## src/rtl/dds_pkg.sv

```systemverilog
// ============================================================================
// dds_pkg : widths and crossing-state encoding shared by the DDS blocks
// Rev 1.0
// ============================================================================
`timescale 1ns/1ps
`default_nettype none

package dds_pkg;

    localparam int DATA_W = 10;
    localparam int FREQ_W = 20;

    localparam logic [DATA_W-1:0] C_DATA_MAX = '1;
    localparam logic [FREQ_W-1:0] C_FREQ_MAX = '1;

    typedef enum logic {
        CROSS_LOW  = 1'b0,
        CROSS_HIGH = 1'b1
    } cross_state_e;

endpackage

`default_nettype wire

```

## src/rtl/wave_cross_det.sv

```systemverilog
// ============================================================================
// wave_cross_det : hysteresis comparator around thr, pulses on LOW->HIGH
// Rev 1.0
// ============================================================================
`timescale 1ns/1ps
`default_nettype none

module wave_cross_det
    import dds_pkg::*;
#(
    parameter int HYST = 16
) (
    input  logic              clk,
    input  logic              rst_n,
    input  logic              sample_valid,
    input  logic [DATA_W-1:0] sample_data,
    input  logic [DATA_W-1:0] thr,
    output logic              rise_pulse
);

    localparam logic [DATA_W:0] C_HYST = (DATA_W+1)'(HYST);

    cross_state_e      state_q, state_d;
    logic [DATA_W:0]   w_hi_sum;
    logic [DATA_W:0]   w_lo_diff;
    logic [DATA_W-1:0] w_thr_hi;
    logic [DATA_W-1:0] w_thr_lo;

    // Carry out / borrow out of the 11-bit ops select the saturated bound.
    assign w_hi_sum  = {1'b0, thr} + C_HYST;
    assign w_lo_diff = {1'b0, thr} - C_HYST;
    assign w_thr_hi  = w_hi_sum[DATA_W]  ? C_DATA_MAX   : w_hi_sum[DATA_W-1:0];
    assign w_thr_lo  = w_lo_diff[DATA_W] ? '0           : w_lo_diff[DATA_W-1:0];

    always_ff @(posedge clk or negedge rst_n) begin
        if (!rst_n) begin
            state_q <= CROSS_LOW;
        end else begin
            state_q <= state_d;
        end
    end

    always_comb begin
        state_d    = state_q;
        rise_pulse = 1'b0;
        if (sample_valid) begin
            case (state_q)
                CROSS_LOW: begin
                    if (sample_data >= w_thr_hi) begin
                        state_d    = CROSS_HIGH;
                        rise_pulse = 1'b1;
                    end
                end
                CROSS_HIGH: begin
                    if (sample_data <= w_thr_lo) begin
                        state_d = CROSS_LOW;
                    end
                end
                default: state_d = CROSS_LOW;
            endcase
        end
    end

endmodule

`default_nettype wire

```

## src/rtl/wave_measure.sv

```systemverilog
// ============================================================================
// wave_measure : gated frequency (rising crossings) and Vpp measurement
// Optional macro WAVE_MEASURE_AVG_EN : meas_freq averaged over last 4 windows
// Rev 1.0
// ============================================================================
`timescale 1ns/1ps
`default_nettype none

module wave_measure
    import dds_pkg::*;
#(
    parameter int CLK_FREQ    = 50_000_000,
    parameter int GATE_CYCLES = CLK_FREQ,
    parameter int HYST        = 16,
    parameter int MID_INIT    = 512
) (
    input  logic              clk,
    input  logic              rst_n,
    input  logic              sample_valid,
    input  logic [DATA_W-1:0] sample_data,
    output logic [FREQ_W-1:0] meas_freq,
    output logic [DATA_W-1:0] meas_vpp,
    output logic              meas_valid,
    output logic              meas_nosig
);

    localparam int                GATE_W    = (GATE_CYCLES > 1) ? $clog2(GATE_CYCLES) : 1;
    localparam logic [GATE_W-1:0] GATE_LAST = GATE_W'(GATE_CYCLES - 1);

    logic [GATE_W-1:0] gate_q;
    logic [DATA_W-1:0] thr_q;
    logic [FREQ_W-1:0] cnt_q;
    logic [DATA_W-1:0] min_q, max_q;
    logic              seen_q;
    logic [FREQ_W-1:0] freq_q;
    logic [DATA_W-1:0] vpp_q;
    logic              valid_q, nosig_q;

    logic              w_wrap, w_rise, w_seen_d;
    logic [FREQ_W-1:0] w_cnt_d, w_freq_pub;
    logic [DATA_W-1:0] w_min_d, w_max_d;
    logic [DATA_W:0]   w_mid_sum;

    wave_cross_det #(
        .HYST (HYST)
    ) u_cross_det (
        .clk          (clk),
        .rst_n        (rst_n),
        .sample_valid (sample_valid),
        .sample_data  (sample_data),
        .thr          (thr_q),
        .rise_pulse   (w_rise)
    );

    // Window state including this cycle's sample, so the wrap cycle counts.
    assign w_wrap    = (gate_q == GATE_LAST);
    assign w_cnt_d   = (w_rise && (cnt_q != C_FREQ_MAX)) ? cnt_q + FREQ_W'(1) : cnt_q;
    assign w_min_d   = (sample_valid && (sample_data < min_q)) ? sample_data : min_q;
    assign w_max_d   = (sample_valid && (sample_data > max_q)) ? sample_data : max_q;
    assign w_seen_d  = seen_q | sample_valid;
    assign w_mid_sum = {1'b0, w_min_d} + {1'b0, w_max_d};

`ifdef WAVE_MEASURE_AVG_EN
    logic [FREQ_W-1:0] hist_q [3];
    logic [1:0]        ncl_q;
    logic [FREQ_W+1:0] w_avg_sum;

    // Three earlier counts plus the closing one form the four-window sum.
    assign w_avg_sum  = {2'b00, w_cnt_d} + {2'b00, hist_q[0]}
                      + {2'b00, hist_q[1]} + {2'b00, hist_q[2]};
    assign w_freq_pub = (ncl_q == 2'd3) ? w_avg_sum[FREQ_W+1:2] : w_cnt_d;

    always_ff @(posedge clk or negedge rst_n) begin
        if (!rst_n) begin
            hist_q[0] <= '0;
            hist_q[1] <= '0;
            hist_q[2] <= '0;
            ncl_q     <= 2'd0;
        end else if (w_wrap) begin
            hist_q[0] <= w_cnt_d;
            hist_q[1] <= hist_q[0];
            hist_q[2] <= hist_q[1];
            if (ncl_q != 2'd3) begin
                ncl_q <= ncl_q + 2'd1;
            end
        end
    end
`else
    assign w_freq_pub = w_cnt_d;
`endif

    always_ff @(posedge clk or negedge rst_n) begin
        if (!rst_n) begin
            gate_q  <= '0;
            thr_q   <= DATA_W'(MID_INIT);
            cnt_q   <= '0;
            min_q   <= C_DATA_MAX;
            max_q   <= '0;
            seen_q  <= 1'b0;
            freq_q  <= '0;
            vpp_q   <= '0;
            valid_q <= 1'b0;
            nosig_q <= 1'b0;
        end else begin
            valid_q <= w_wrap;
            if (w_wrap) begin
                gate_q  <= '0;
                freq_q  <= w_freq_pub;
                vpp_q   <= w_seen_d ? (w_max_d - w_min_d) : '0;
                nosig_q <= (w_cnt_d == '0);
                cnt_q   <= '0;
                min_q   <= C_DATA_MAX;
                max_q   <= '0;
                seen_q  <= 1'b0;
                if (w_seen_d) begin
                    thr_q <= w_mid_sum[DATA_W:1];
                end
            end else begin
                gate_q <= gate_q + GATE_W'(1);
                cnt_q  <= w_cnt_d;
                min_q  <= w_min_d;
                max_q  <= w_max_d;
                seen_q <= w_seen_d;
            end
        end
    end

    assign meas_freq  = freq_q;
    assign meas_vpp   = vpp_q;
    assign meas_valid = valid_q;
    assign meas_nosig = nosig_q;

endmodule

`default_nettype wire

```

## config.mk

```make
export PLATFORM = sky130hd
export DESIGN_NAME = wave_measure
export DESIGN_NICKNAME = d
export VERILOG_FILES = /design/src/rtl/dds_pkg.sv /design/src/rtl/wave_cross_det.sv /design/src/rtl/wave_measure.sv
export SDC_FILE = /design/constraint.sdc
export NUM_CORES = 1
export LEC_CHECK = 0
export CAP_MARGIN = 20
export CELL_PAD_IN_SITES_DETAIL_PLACEMENT = 0
export CELL_PAD_IN_SITES_GLOBAL_PLACEMENT = 1
export CORE_MARGIN = 5
export CORE_UTILIZATION = 50
export DETAILED_ROUTE_END_ITERATION = 8
export HOLD_SLACK_MARGIN = 0.05
export PLACE_DENSITY = 0.83
export REMOVE_ABC_BUFFERS = 1
export SLEW_MARGIN = 10
export SYNTH_ARGS = -nofsm -noshare
export SYNTH_HDL_FRONTEND = slang
export SYNTH_SLANG_ARGS = --single-unit
```

## constraint.sdc

```tcl
create_clock -name clk -period 6.4 [get_ports clk]
set_clock_uncertainty 0.2 [all_clocks]
set_input_delay 0.64 -clock clk [delete_from_list [all_inputs] [get_ports clk]]
set_output_delay 0.64 -clock clk [all_outputs]
set_load 0.02 [all_outputs]
```

==> results.json, run 1 <==
{
  "status": "finished, final reports clean",
  "grt_max_degree": 72,
  "synth-main-ff-cell": "dfrtp_1",
  "postRouteAntennaNets": 0,
  "grt_pass1_wl_microns": 25000,
  "fmax_mhz": 192,
  "vias": 4926,
  "fin_crit_sh": 0.814,
  "cts-resized-gates": 0,
  "worstSetupPathType": "input pin to flop",
  "mappedNetlistArea_sq_mm": 0.00669,
  "syn_inst": 721,
  "power.leakage_nw": 3.60,
  "synth_cell_type_count": 56,
  "synth_edf_count": 0,
  "worstPathArrival_ns": 5.28,
  "coreArea_sq_mm": 0.0132,
  "die_h_microns": 126,
  "cpPeakStageDelay_ns": 0.60,
  "synth-seq-cells": 110,
  "ys_warn_count": 0,
  "io_buffers": 44,
  "required_ns": 6.47,
  "dr.first_iter.drc_count": 273,
  "path_clk_slew_ns": 0.07,
  "grt_pass1_vias": 5130,
  "row_count": 42,
  "finalCriticalPeriod_ns": 5.21,
  "final_max_slew_viol_count": 0,
  "synth_top_area_frac": 0.370,
  "insertedDiodeCount": 0,
  "antenna_found_initial": 0,
  "drive_gt1_frac": 0.0724,
  "slew_headroom": 0.408,
  "worst_pin_slew_ns": 0.888,
  "hold_ws_ns": 0.0739,
  "dr.pass1.iters": 4,
  "avgSynthCellArea_sq_um": 9.28,
  "path_buf_inv": 2,
  "n_fill_cell": 1190,
  "ios": 45,
  "clockBufferDepth": 2,
  "synth_area_leader_cell": "dfrtp_1",
  "finalSetupViolCount": 0,
  "postCtsSetupBuffers": 0,
  "clock_latency_ns": 0.35,
  "cts_root_buf": "clkbuf_16",
  "rsz0062_at_grt": "no",
  "track_usage": 0.191,
  "hold_viol": 0,
  "async_reset_ff_frac": 1.00,
  "routabilityCongestion": 0.867,
  "die_x_microns": 126,
  "start_util": 0.507,
  "hold_class": "input pin to asynchronous set/reset pin",
  "yosysSeqAreaShare": 0.414,
  "post-route-drc-count": 0,
  "htree_num_levels": 3,
  "dpl.hpwl_microns": 10800,
  "crit_path_start_kind": "input pin",
  "setup-tns-final_ns": 0,
  "cts_tree": "done",
  "crit_chain": "clkdlybuf4s50_1 > ha_1 > a21o_1 > a21o_1 > a211oi_2 > o21bai_1 > a211oi_1 > o21ai_1 > buf_4 > mux2_4 > ha_1 > fa_1 > nor2b_1 > o21ai_0 > a21oi_1 > o21ai_0 > a21oi_1 > o21ai_0 > nand2b_1 > a2111oi_4 > nor3_1",
  "dieArea_sq_mm": 0.0158,
  "powerDensity_mw_per_mm2": 345,
  "grt_remaining_overflow": 0,
  "worstPathMaxFanout": 10,
  "synth_area_leaders": "dfrtp_1, ha_1, nand2_1, dfstp_2, nor2_1",
  "nets": 832,
  "cp_slowest_cell": "clkdlybuf4s50_1",
  "vdd_ir_drop_max_uv": 160,
  "wire_per_inst_microns": 15.4,
  "cts_buffers": 9,
  "clock-sinks": 110,
  "cap_violations": 0,
  "viasPerCell": 5.26,
  "critical-path-top-delay-family": "compound AO/OA/AOI/OAI gates",
  "crit_path_end_kind": "flop",
  "cpMostUsedCell": "o21ai_0",
  "syn_to_final_growth_pct": 13.0,
  "wirelength_microns": 14400,
  "cts_hold_buf": 0
}
[cell usage in the layout (no fill, tap or decap), types with 2 or more instances in the layout]
cell and count:
mux2i_1 13, a21oi_1 26, dfstp_2 11, xnor2_1 30, clkinvlp_4 2, nand2b_1 9, clkinv_4 2, o21ai_0 51
a21o_1 7, nand3_2 3, nor4_1 2, clkbuf_16 9, xor2_2 4, inv_1 45, nand3_1 26, and4_1 2
dfrtp_1 99, ha_1 62, buf_4 5, and3_1 15, xor2_1 27, nor2_1 72, fa_1 2, mux2_4 2
nor2b_1 9, nor3_1 12, o21bai_1 6, nand4_1 12, nor2_2 3, a22o_1 3, or3_1 6, a211oi_1 4
and2_1 10, o21ai_1 13, nand2_1 88, clkdlybuf4s50_1 43
[final cells by class]
class / instances / area (sq um) / share of cell area
tap: 176 / 220 / 0.0291
clock inverter: 6 / 71.3 / 0.00943
timing repair buffer: 48 / 468 / 0.0619
clock buffer: 10 / 229 / 0.0303
sequential: 110 / 2770 / 0.366
multi-input combinational: 541 / 3640 / 0.481
inverter: 45 / 169 / 0.0223
[registers in the layout (all words and copies together), names as in the netlist]
register,count
meas_valid,1
thr_q,10
seen_q,1
min_q,10
u_cross_det.state_q,1
meas_freq,20
meas_vpp,10
gate_q,26
max_q,10
cnt_q,20
meas_nosig,1
[worst paths after layout]
kind	from	endpoint	slack, ns	cells after the start
worst max-delay path	sample_data[1]	thr_q[9]	1.19	21
worst min-delay path	rst_n	max_q[8]	0.07	1
worst max register to register	min_q[1]	thr_q[9]	1.52	21
worst min register to register	meas_freq[11]	meas_freq[11]	0.28	2
max in group asynchronous	rst_n	gate_q[12]	4.64	2
min in group clk	meas_freq[11]	meas_freq[11]	0.28	2
[Yosys cell counts (2+ instances only)]
cell type and instances:
o21ai_0 51, nand4_1 12, nor4_1 2, nor2_1 72, nor2b_1 9, nor3_1 12
nand3_2 3, nand2_1 88, dfstp_2 11, xnor2_1 30, inv_1 45, o21bai_1 6
a21oi_1 26, fa_1 2, xor2_1 27, mux2_4 2, nand3_1 26, buf_2 2
ha_1 62, a21o_1 7, or3_1 6, nand2b_1 9, and2_1 10, clkbuf_1 19
dfrtp_1 99, and4_1 2, a211oi_1 4, buf_6 4, nor2_2 3, mux2i_1 13
a22o_1 3, and3_1 15, xor2_2 4, o21ai_1 13
[layer usage]
metal  vias to the layer above  track usage  part of all wire
met4                         0       0.0485             0.014
li1                       2504            -                 -
met1                      2359        0.263              0.50
met5                         -            0                 0
met3                        13       0.0356             0.029
met2                        50        0.315              0.46
[metrics by stage]
step           instance area [sq um]  instances  power, mW  utilization  worst slack (ns)
2_1_floorplan                   6560        696       1.76            -              1.71
3_3_place_gp                    7260        920       2.02        0.550             0.970
3_5_place_dp                    7260        920       2.05        0.550             0.888
4_1_cts                         7560        936       2.63        0.573              1.22
5_1_grt                         7560        936       2.83        0.573             0.743
6_report                        7560        936       2.61        0.573              1.19
[worst reg2reg max path: stages, from the launching register on]
cell       delay, ns
dfstp_2         0.54
inv_1           0.04
ha_1            0.27
a21o_1          0.17
a21o_1          0.20
a211oi_2        0.22
o21bai_1        0.11
a211oi_1        0.24
o21ai_1         0.10
buf_4           0.20
mux2_4          0.33
ha_1            0.23
fa_1            0.40
nor2b_1         0.14
o21ai_0         0.21
a21oi_1         0.11
o21ai_0         0.25
a21oi_1         0.11
o21ai_0         0.17
nand2b_1        0.15
a2111oi_4       0.36
nor3_1          0.09
[cell families after synthesis]
| family | after synthesis | share of synthesized area |
|---|---|---|
| simple gates | 282 | 0.205 |
| buf+inv | 70 | 0.0441 |
| flops | 110 | 0.414 |
| fa+ha+maj | 64 | 0.122 |
| compound gates | 119 | 0.107 |
| xor+xnor | 61 | 0.0843 |
| mux | 15 | 0.0239 |
[power breakdown]
| part | total [mW] | internal (mW) | switching, mW |
|---|---|---|---|
| registers | 0.859 | 0.804 | 0.0552 |
| clock network | 0.562 | 0.307 | 0.255 |
| logic | 1.19 | 0.502 | 0.689 |
Note: power is estimated with default switching activity, not from simulation.
==> run 2: changes to the inputs <==
--- a/config.mk
+++ b/config.mk
@@ -9,10 +9,10 @@
 export CELL_PAD_IN_SITES_DETAIL_PLACEMENT = 0
 export CELL_PAD_IN_SITES_GLOBAL_PLACEMENT = 1
 export CORE_MARGIN = 5
-export CORE_UTILIZATION = 50
+export CORE_UTILIZATION = 42
 export DETAILED_ROUTE_END_ITERATION = 8
 export HOLD_SLACK_MARGIN = 0.05
-export PLACE_DENSITY = 0.83
+export PLACE_DENSITY = 0.74
 export REMOVE_ABC_BUFFERS = 1
 export SLEW_MARGIN = 10
 export SYNTH_ARGS = -nofsm -noshare
==> constraint.sdc (replaced) <==
create_clock -name clk -period 4.55 [get_ports clk]
set_clock_uncertainty 0.2 [all_clocks]
set_input_delay 0.455 -clock clk [delete_from_list [all_inputs] [get_ports clk]]
set_output_delay 0.455 -clock clk [all_outputs]
set_load 0.02 [all_outputs]
==> results.json, run 2 (synthesis gave the netlist of run 1 again) <==
{
  "status": "finished, final reports clean",
  "post-route-drc-count": 0,
  "powerDensity_mw_per_mm2": 516,
  "cts_root_buf": "clkbuf_16",
  "viasPerCell": 4.98,
  "r2r_slack_ns": 0.21,
  "coreArea_sq_mm": 0.0158,
  "n_fill_cell": 1508,
  "htree_num_levels": 3,
  "gr-usage-met1": 0.251,
  "row_count": 46,
  "critical-path-top-delay-family": "compound AO/OA/AOI/OAI gates",
  "gr-usage-met2": 0.285,
  "cts_tree": "done",
  "io_buffers": 44,
  "dpl.hpwl_microns": 11500,
  "dr.pass1.iters": 4,
  "rr_worst_depth": 21,
  "wire_per_inst_microns": 15.0,
  "hold_ws_ns": 0.0418,
  "final_common_cell": "dfrtp_1",
  "cp_slowest_cell": "clkdlybuf4s50_1",
  "ios": 45,
  "grt_max_degree": 75,
  "mostFrequentLayoutCells": "dfrtp_1, nand2_1, nor2_1",
  "required_ns": 4.62,
  "power.leakage_nw": 3.87,
  "nets": 884,
  "worst_pin_slew_ns": 0.939,
  "finalSetupViolCount": 0,
  "worstSetupPathType": "input pin to flop",
  "dieArea_sq_mm": 0.0186,
  "crit_chain": "clkdlybuf4s50_1 > ha_1 > and3_1 > a221o_1 > a211oi_1 > nor2_1 > mux2i_1 > inv_1 > ha_2 > fa_2 > nor2b_1 > o21ai_1 > a21oi_1 > o21ai_1 > a21oi_1 > o21ai_1 > nand2b_1 > a2111oi_4 > nor3_1",
  "path_buf_inv": 2,
  "die_h_microns": 136,
  "postRouteAntennaNets": 0,
  "cpPeakStageDelay_ns": 0.61,
  "fin_util": 0.512,
  "grt_pass1_wl_microns": 26500,
  "clock-sinks": 110,
  "crit_path_start_kind": "input pin",
  "wirelength_microns": 15400,
  "fmax_mhz": 230,
  "hold_viol": 0,
  "grt_remaining_overflow": 0,
  "rsz0062_at_grt": "yes",
  "largest_register": "gate_q",
  "hold_class": "input pin to asynchronous set/reset pin",
  "use_met3": 0.0233,
  "insertedDiodeCount": 0,
  "vdd_ir_drop_max_uv": 243,
  "clock_latency_ns": 0.35,
  "dp.cells": 1011,
  "r2r_start": "min_q[1]",
  "antenna_found_initial": 0,
  "worstPathArrival_ns": 4.41,
  "track_usage": 0.178,
  "power.total_mw": 4.17,
  "dr.first_iter.drc_count": 258,
  "cp_num_cells": 19,
  "regToRegEndpoint": "meas_vpp[8]",
  "fin_crit_sh": 0.954,
  "die_x_microns": 136,
  "busiest_layer": "met2",
  "path_clk_slew_ns": 0.07,
  "syn_to_final_growth_pct": 20.8,
  "crit_path_end_kind": "flop",
  "cts_buffers": 9,
  "clockBufferDepth": 2,
  "slew_headroom": 0.374,
  "drive_gt1_frac": 0.147,
  "worstPathMaxFanout": 5,
  "largest_register_ffs": 26,
  "grt_pass1_vias": 5386,
  "finalCriticalPeriod_ns": 4.34,
  "final_max_slew_viol_count": 0,
  "start_util": 0.424,
  "cpMostUsedCell": "o21ai_1",
  "instances_no_fill": 1028,
  "vias": 5118,
  "cap_violations": 0,
  "routabilityCongestion": 0.878
}
==> run 2: final cells by class <==
cell class / count / area, sq um / area share
tap: 216 / 270 / 0.0334
multi-input combinational: 541 / 3690 / 0.457
timing repair buffer: 100 / 858 / 0.106
clock buffer: 11 / 243 / 0.0300
inverter: 45 / 169 / 0.0209
clock inverter: 5 / 82.6 / 0.0102
sequential: 110 / 2770 / 0.342
==> run 2: where the power goes <==
part | internal, mW | total (mW) | leakage [nW] | switching, mW
clock | 0.500 | 0.858 | 0.160 | 0.358
combinational | 1.04 | 2.10 | 2.43 | 1.06
sequential | 1.13 | 1.21 | 1.29 | 0.0816
total | 2.68 | 4.17 | 3.87 | 1.50
==> run 2: repair_timing <==
action                                  CTS  global route
pin swaps                                 0             8
buffers inserted                          0             1
endpoints found under the setup margin    2             6
resized for setup                         2            17
gates cloned                              0             0
hold buffers                              0             0
==> run 2: worst max-delay path by stage <==
stage / start / slack (ns) / to
floorplan: min_q[1] / -0.02 / thr_q[9]
detailed placement: sample_data[1] / -0.41 / thr_q[9]
global placement: sample_data[1] / -0.37 / thr_q[9]
global route: min_q[1] / -0.04 / thr_q[7]
CTS: sample_data[3] / 0.01 / meas_vpp[8]
finish: sample_data[3] / 0.21 / thr_q[9]
==> run 2: per-layer routing <==
metal | share of wire | vias to the layer above
met1 | 0.49 | 2427
li1 | - | 2603
met4 | 0.021 | 0
met3 | 0.030 | 24
met2 | 0.46 | 64
met5 | 0 | -
==> run 2: metrics by stage <==
| stage | setup slack [ns] | TNS, ns | cell area (sq um) |
|---|---|---|---|
| floorplan | -0.0236 | -0.0236 | 6560 |
| global route | -0.0441 | -0.0872 | 8080 |
| global placement | -0.370 | -1.45 | 7690 |
| detailed placement | -0.414 | -1.85 | 7690 |
| finish | 0.210 | 0 | 8080 |
| CTS | 0.0100 | 0 | 8020 |
